$ cat config.mk
export PLATFORM = sky130hd
export DESIGN_NAME = ring_counter_nbd
export DESIGN_NICKNAME = d
export VERILOG_FILES = /design/src/rtl/ring_counter_nbd.sv
export SDC_FILE = /design/constraint.sdc
export NUM_CORES = 1
export LEC_CHECK = 0
export CAP_MARGIN = 20
export CORE_UTILIZATION = 45
export CTS_CLUSTER_DIAMETER = 150
export CTS_CLUSTER_SIZE = 40
export DETAILED_ROUTE_END_ITERATION = 6
export GPL_TIMING_DRIVEN = 0
export PLACE_DENSITY = 0.76
export SKIP_CTS_REPAIR_TIMING = 1
export SYNTH_ARGS = -nofsm -noshare
export SYNTH_HDL_FRONTEND = slang
export SYNTH_SLANG_ARGS = --single-unit
$ cat constraint.sdc
create_clock -name clock -period 4.62 [get_ports clock]
set_input_delay 0.924 -clock clock [delete_from_list [all_inputs] [get_ports clock]]
set_output_delay 0.924 -clock clock [all_outputs]
set_load 0.02 [all_outputs]
$ cat src/rtl/ring_counter_nbd.sv
// Bidirectional ring / Johnson shift counter with synchronous load, wrap pulse
// and illegal-code detection with optional self-correction back to RESET_VALUE.
module ring_counter_nbd #(
  parameter int unsigned          WIDTH        = 4,
  parameter logic [WIDTH-1:0]     RESET_VALUE  = {{(WIDTH-1){1'b0}}, 1'b1},
  parameter bit                   AUTO_CORRECT = 1'b1
) (
  input  logic             clock,
  input  logic             reset,
  input  logic             enable,
  input  logic [1:0]       mode,
  input  logic             dir,
  input  logic             load,
  input  logic [WIDTH-1:0] data,
  output logic [WIDTH-1:0] count,
  output logic             wrap,
  output logic             illegal
);

  typedef enum logic [1:0] {
    MODE_HOLD    = 2'b00,
    MODE_RING    = 2'b01,
    MODE_JOHNSON = 2'b10,
    MODE_RSVD    = 2'b11
  } mode_e;

  mode_e            mode_sel;
  logic [WIDTH-1:0] rot_left;
  logic [WIDTH-1:0] rot_right;
  logic [WIDTH-1:0] john_left;
  logic [WIDTH-1:0] john_right;
  logic [WIDTH-1:0] shifted;
  logic             legal;
  logic             wrap_cond;
  logic             step;
  int unsigned      ones;
  int unsigned      edges;

  logic [WIDTH-1:0] count_d;
  logic             wrap_d;
  logic             illegal_d;

  assign mode_sel   = mode_e'(mode);
  assign rot_left   = {count[WIDTH-2:0], count[WIDTH-1]};
  assign rot_right  = {count[0], count[WIDTH-1:1]};
  assign john_left  = {count[WIDTH-2:0], ~count[WIDTH-1]};
  assign john_right = {~count[0], count[WIDTH-1:1]};
  assign ones       = $countones(count);
  // A legal Johnson code has at most one 0->1 and one 1->0 boundary around the ring.
  assign edges      = $countones(count ^ rot_left);
  assign step       = enable && (mode_sel == MODE_RING || mode_sel == MODE_JOHNSON);

  always_comb begin
    shifted   = count;
    legal     = 1'b1;
    wrap_cond = 1'b0;
    if (mode_sel == MODE_JOHNSON) begin
      shifted   = dir ? john_left : john_right;
      legal     = (edges == 0) || (edges == 2);
      wrap_cond = (shifted == '0);
    end else begin
      shifted   = dir ? rot_left : rot_right;
      legal     = (ones == 1);
      wrap_cond = dir ? count[WIDTH-1] : count[0];
    end
  end

  always_comb begin
    count_d   = count;
    wrap_d    = 1'b0;
    illegal_d = 1'b0;
    if (step) begin
      if (legal) begin
        count_d = shifted;
        wrap_d  = wrap_cond;
      end else begin
        illegal_d = 1'b1;
        count_d   = AUTO_CORRECT ? RESET_VALUE : shifted;
      end
    end
  end

  always_ff @(posedge clock) begin
    if (reset) begin
      count   <= RESET_VALUE;
      wrap    <= 1'b0;
      illegal <= 1'b0;
    end else if (load) begin
      count   <= data;
      wrap    <= 1'b0;
      illegal <= 1'b0;
    end else begin
      count   <= count_d;
      wrap    <= wrap_d;
      illegal <= illegal_d;
    end
  end

  initial begin : width_guard
    // Elaboration-time sanity only; no hardware is generated.
  end

endmodule

# Yosys cells after proc, flatten, opt, wreduce, memory -nomap -nowiden
# Cells that the tools add are included.
# word_totals
inputBits,11
regBits,6
wordCells,36
ram_bits,0
latchBits,0
out_inout_bits,6
romBits,0
memories,0
# op_classes
n_reduce_logical,8
n_lt_le_gt_ge,0
n_bitwise,5
div_mod_pow,0
add_sub_neg,6
n_shift,0
muxes,10
multipliers,0
n_eq_ne,4
# ops
op,count
32-bit logical NOT,1
4-bit two-way mux,6
1-bit by 1-bit adder with 2-bit output,4
2-bit by 2-bit adder with 3-bit output,2
4-bit logical NOT,1
1-bit two-way mux,4
1-bit NOT,4
4-bit OR reduction,1
4-bit bitwise XOR,1
"3-bit by 1-bit equality test with 1-bit output, second input constant",1
"3-bit by 2-bit equality test with 1-bit output, second input constant",1
3-bit OR reduction,1
"2-bit by 1-bit equality test with 1-bit output, second input constant",1
"2-bit equality test, second input constant",1
1-bit logical OR,2
2-bit nonzero test,1
1-bit logical AND,1

# Depth between registers and ports, before layout
# Gate-level depths: netlist of the first run.
# depth
word_depth,9
mapped_depth,9
mapped_depth_nobuf,9

# Worst setup path before layout of the first run
# OpenSTA, ideal clock, no wires.
# synth_path
path_type,flip-flop to flip-flop
from,register count[3]
to,register count[0]
n_path_buf,1
path_stages_with_launch,10
t_required_ns,4.505
arrival_time_ns,2.518
path_slack_ns,1.987
path_cell_list,dfxtp_1 > clkbuf_1 > inv_1 > fa_1 > inv_1 > ha_1 > ha_1 > nor4b_4 > o221ai_1 > a21bo_2
# synth_via
elab_chain_cells,9
elab_cells_between_ends,18
# synth_lines
item,line,text
from (decl),15,"output logic [WIDTH-1:0] count,"
from (signal assigned),89,count <= data;
from (signal assigned),93,count <= count_d;
4-bit bitwise XOR,50,assign edges = $countones(count ^ rot_left);
1-bit by 1-bit adder with 2-bit output (not written as such),50,
2-bit by 2-bit adder with 3-bit output (not written as such),50,
32-bit logical NOT or 3-bit by 2-bit equality test with 1-bit output (tied branches),59,legal = (edges == 0) || (edges == 2);
1-bit logical OR,59,
1-bit two-way mux,57,if (mode_sel == MODE_JOHNSON) begin
4-bit two-way mux (*),73,if (legal) begin
4-bit two-way mux (*),72,if (step) begin
4-bit two-way mux (*),88,end else if (load) begin
# Mark *: on every way between the ends. The rest lies on a longest branch, timed or not. The select of a mux whose other input is x is not followed.
# A chain may end at the register's enable or synchronous reset.

# Worst setup path in the final report of the first run
# Ends and elaborated chain as after synthesis.

==> results of run 1 <==
==> registers in the layout, indices dropped and copies added, names as in the netlist <==
signal and cells:
count 4, wrap 1, illegal 1
==> worst min-delay path by stage <==
stage	start	cells after the start	endpoint
finish	count[1]	2	count[1]
global route	count[1]	2	count[1]
CTS	count[1]	2	count[1]
detailed placement	count[1]	2	count[1]
global placement	count[1]	2	count[1]
floorplan	count[1]	2	count[1]
==> report_power, final <==
part,total (mW),leakage [nW],switching (mW),internal [mW]
clock network,0.0464,0.0138,0.0171,0.0293
logic,0.0871,0.268,0.0435,0.0436
registers,0.0595,0.0493,0.00440,0.0551
==> final cells by class <==
type | count | area, um^2
fill | 86 | 365.4
clock buffer | 3 | 22.52
timing repair buffer | 16 | 160.2
inverter | 10 | 37.54
multi-input combinational | 43 | 425.4
buffer | 2 | 7.507
sequential | 6 | 120.1
tap | 14 | 17.52
==> worst register-to-register path: stages, from the launching register on <==
cell and delay [ps]:
dfxtp_1 310, clkbuf_1 320, inv_1 130, fa_1 500
inv_1 50, ha_1 170, ha_1 300, nor4b_4 430
o221ai_1 200, a21bo_2 240
==> placed cells by master, fill, tap and decap left out <==
master | Yosys | final
a2111oi_2 | 1 | 1
a21bo_2 | 1 | 1
a221oi_1 | 1 | 1
a22oi_1 | 1 | 1
a31oi_1 | 2 | 2
clkbuf_1 | 2 | 2
clkbuf_4 | 0 | 3
clkdlybuf4s50_1 | 0 | 16
dfxtp_1 | 6 | 6
fa_1 | 2 | 2
ha_1 | 6 | 6
inv_1 | 10 | 10
mux2_2 | 2 | 2
mux2i_1 | 1 | 1
nand2_1 | 2 | 2
nand2b_1 | 2 | 2
nand3b_1 | 2 | 2
nor2_1 | 2 | 2
nor2b_1 | 2 | 2
nor3b_2 | 1 | 1
nor3b_4 | 1 | 1
nor4b_1 | 1 | 1
nor4b_4 | 1 | 1
o211ai_1 | 2 | 2
o21ai_0 | 1 | 1
o21ai_2 | 1 | 1
o21bai_1 | 1 | 1
o221ai_1 | 1 | 1
o32ai_2 | 1 | 1
xnor2_1 | 3 | 3
xor2_1 | 2 | 2
==> layer usage <==
metal  share of wire, %  global-route usage [%]
met3                2.5                   2.326
met4                1.2                   15.18
met5                  0                       0
met1                 48                   24.01
met2                 48                   34.32
==> metrics by stage <==
| step | instances | utilization, % | setup slack (ps) | hold slack (ps) |
|---|---|---|---|---|
| 2_1_floorplan | 61 | - | 1987 | 651.1 |
| 3_3_place_gp | 91 | 66.45 | 1863 | 630.1 |
| 3_5_place_dp | 91 | 66.45 | 1879 | 626.1 |
| 4_1_cts | 94 | 68.40 | 1835 | 634.1 |
| 5_1_grt | 94 | 68.40 | 1746 | 674.6 |
| 6_report | 94 | 68.40 | 1874 | 633.9 |
==> cells by family after synthesis <==
logic type,after synthesis,share of synthesized area [%]
and+or+nand+nor,14,20.13
xor gates and xnor gates,5,7.417
DFF,6,20.34
muxes,3,5.508
AOI/OAI and AO/OA,13,19.49
buffers and inverters,12,7.628
adders and majority gates,8,19.49
==> reports/results.ini, run 1 <==
[placement]
dpl-instance-area_um2=768.2
dp_hpwl_um=886.5
gp_congestion=0.7819
io_buffers=16

[logic_synthesis]
ys_seq_area_share_pct=20.34
synth_flop_cell=dfxtp_1
synth_area_um2=590.6
synth_edf_count=0
netlist_instances=61
avgSynthCellArea_um2=9.681
yosysUniqueCellTypes=29
synth_commonest_cells=inv_1 (10), dfxtp_1 (6), ha_1 (6)
ys_ff_latch=6
synthArstFlopShare_pct=0
ys_warn_count=0
yosysTopAreaCell=dfxtp_1
post-synth-top-count-cell=inv_1
synth_top_area_share_pct=20.34
syn_nets=80
synth_area_leaders=dfxtp_1 (20%), ha_1 (13%), fa_1 (6.8%)

[clock_network]
clk_latency_ps=240
clk_pin_slew_ps=40
htree_levels=1
cts_buffer_depth=2
cts_made_buffers=3
root_buffer=clkbuf_4
clock_sinks=6
cts_tree=built

[setup_path]
slowest_stage=fa_1
max_stage_delay_ps=500
cpLargestDelayFamily=adder cells
critPathArrivalTime_ps=2880
cp_max_fo=7
setup.worst_path.end=count[0]
worst-path-stages=9
r2r_slack_ps=1870
r2r_end=count[0]
ff2ff_path_depth=9
cp-end-kind=flip-flop
cp_num_buf_inv=3
crit_required_ps=4750
path_class=reg -> reg
timing.rr.start=count[3]
crit_path_start=count[3]
cp_cell_sequence=clkbuf_1, inv_1, fa_1, inv_1, ha_1, ha_1, nor4b_4, o221ai_1, a21bo_2
start_kind=flip-flop

[grt]
antenna_found_initial=0
grt_pass1_wl_um=2076
grt_max_degree=10
grt_overflow=0
track_usage_pct=20.63
grt_pass1_vias=510

[cells_and_area]
drive_gt1_share_pct=15.00
nets=101
area_growth_syn_to_layout_pct=33.90
diodes=0
stdcell_area_um2=790.8

[sta]
slew_violations=0
finalHoldViolations=0
fin_skew_ps=2.928
fin_crit_sh_pct=59.44
period_needed_ps=2746
rsz0062_at_grt=no
fmax_ghz=0.3642
tightest_slew_ps=374.5
setup_viol=0
tns_ps=0
slew_headroom_pct=74.92

[routing]
ant_nets=0
wl_um=1168
drt_pass1_iterations=3
avgViaCountPerCell=5.266
drt_iter0_drc=8
wl_per_cell_um=12.43
vias=495
drc_errors=0

[floorplanning]
die_area_mm2=0.001461
dieWidth_um=38.23
initial_core_util_pct=51.08
core_region_area_mm2=0.001156
io_pins=17
placementRows=12
die_y_um=38.23

[power_and_ir_drop]
leakage_nw=0.3309
power.total_mw=0.1930
p_per_area_mw_per_mm2=244.0
ir_drop_uv=148.7

[status]
status=completed

[job]
maxCapViolCount=0

[min_path]
min_path_type=reg -> reg

(Power assumes the default switching activity.)
==> run 2: changes to the inputs <==
clock period = 2.85 ns   (was 4.62 ns; I/O delays follow)
==> reports/results.ini, run 2 (synthesis gave the netlist of run 1 again) <==
[cells_and_area]
nets=100
fill_cells=86
area_growth_syn_to_layout_pct=33.26
mostFrequentLayoutCells=clkdlybuf4s50_1 (16), inv_1 (10), ha_1 (6), dfxtp_1 (6)
stdcell_count=93
final_core_util_pct=68.07
diodes=0
regMostFlops=count
drive_gt1_share_pct=15.19
top_regs=count x4, illegal x1, wrap x1
stdcell_area_um2=787.0
layout_commonest_cell=clkdlybuf4s50_1
largest_reg_flops=4

[setup_path]
cp_max_fo=8
crit_required_ps=2980
cp-end-kind=flip-flop
path_class=reg -> reg
r2r_end=count[0]
critPathArrivalTime_ps=2830
start_kind=flip-flop
r2r_slack_ps=160
timing.rr.start=count[0]
ff2ff_path_depth=8
crit_path_start=count[0]

[floorplanning]
die_area_mm2=0.001461
initial_core_util_pct=51.08
io_pins=17
die_y_um=38.23
dieWidth_um=38.23
placementRows=12
core_region_area_mm2=0.001156

[power_and_ir_drop]
power.total_mw=0.3123
leakage_nw=0.3297
p_per_area_mw_per_mm2=396.9
ir_drop_uv=241.2

[clock_network]
cts_tree=built
clk_pin_slew_ps=40
clk_latency_ps=240
htree_levels=1
cts_buffer_depth=2
cts_made_buffers=3
clock_sinks=6
root_buffer=clkbuf_4

[grt]
grt_overflow=0
antenna_found_initial=0
track_usage_pct=20.63
met1_usage_pct=24.01
busiest_layer=met2
grt_pass1_wl_um=2076
grt_util_met2_pct=34.32
grt_max_degree=10
met3_usage_pct=2.326
grt_pass1_vias=510

[sta]
slew_violations=0
tns_ps=0
setup_viol=0
fmax_ghz=0.3713
fin_crit_sh_pct=94.51
fin_ws_ps=156.4
period_needed_ps=2694
hold-worst-slack_ps=632.5
fin_skew_ps=2.763
slew_headroom_pct=74.90
rsz0062_at_grt=no
finalHoldViolations=0
tightest_slew_ps=374.9

[routing]
drt_pass1_iterations=3
drt_iter0_drc=10
ant_nets=0
wl_per_cell_um=12.55
wl_um=1167
vias=496
avgViaCountPerCell=5.333
drc_errors=0

[min_path]
hold_depth=2
hold_end=count[1]
min_path_type=reg -> reg
hold_path.startpoint=count[1]

[job]
maxCapViolCount=0

[placement]
place_inst=91
dp_slack_ps=109.0
gp_congestion=0.7819
dpl-instance-area_um2=768.2
io_buffers=16
dp_hpwl_um=886.5

[status]
status=completed

run 2: area by class of cell:
type / count / area [um^2] / share of cell area, %
multi-input combinational: 43 / 425.4 / 54.05
timing repair buffer: 16 / 160.2 / 20.35
sequential: 6 / 120.1 / 15.26
inverter: 10 / 37.54 / 4.769
clock buffer: 3 / 22.52 / 2.862
tap: 14 / 17.52 / 2.226
buffer: 1 / 3.754 / 0.4769
run 2: critical path, stage by stage, from the launching register on:
cell	delay, ps
dfxtp_1	510
inv_1	140
fa_1	550
inv_1	50
ha_1	170
ha_1	300
nor4b_4	430
o221ai_1	200
a21bo_2	240
run 2: report_power, final:
part           internal, mW  total (mW)  switching (mW)
Combinational        0.0703       0.138          0.0680
Sequential           0.0893      0.0988         0.00943
Clock                0.0474      0.0753          0.0278
run 2: layer usage:
layer  vias up  share of wire (%)
met5         -                  0
met4         0                1.2
met3         2                2.5
met2        11                 48
met1       230                 48
li1        253                  -
run 2: worst max-delay path by stage:
stage	to	slack, ps	cells after the start
after floorplan	count[0]	220	9
after global placement	count[0]	90	9
after detailed placement	count[0]	110	9
after CTS	count[0]	70	9
after global routing	count[0]	50	8
final	count[0]	160	8
==> run 3: changes to the inputs <==
CAP_MARGIN = default   (was 20)
clock period = 3.3 ns   (was 2.85 ns; I/O delays follow)
==> results of run 3 <==
The final DEF is identical to that of run 1. Status: completed.
Main changes from that run: setup slack after placement 1879 ps -> 559.0 ps; setup slack after layout 1874 ps -> 554.0 ps; register-to-register setup slack 1870 ps -> 550 ps; total power 0.1930 mW -> 0.2701 mW; worst IR drop on VDD 148.7 uV -> 208.2 uV
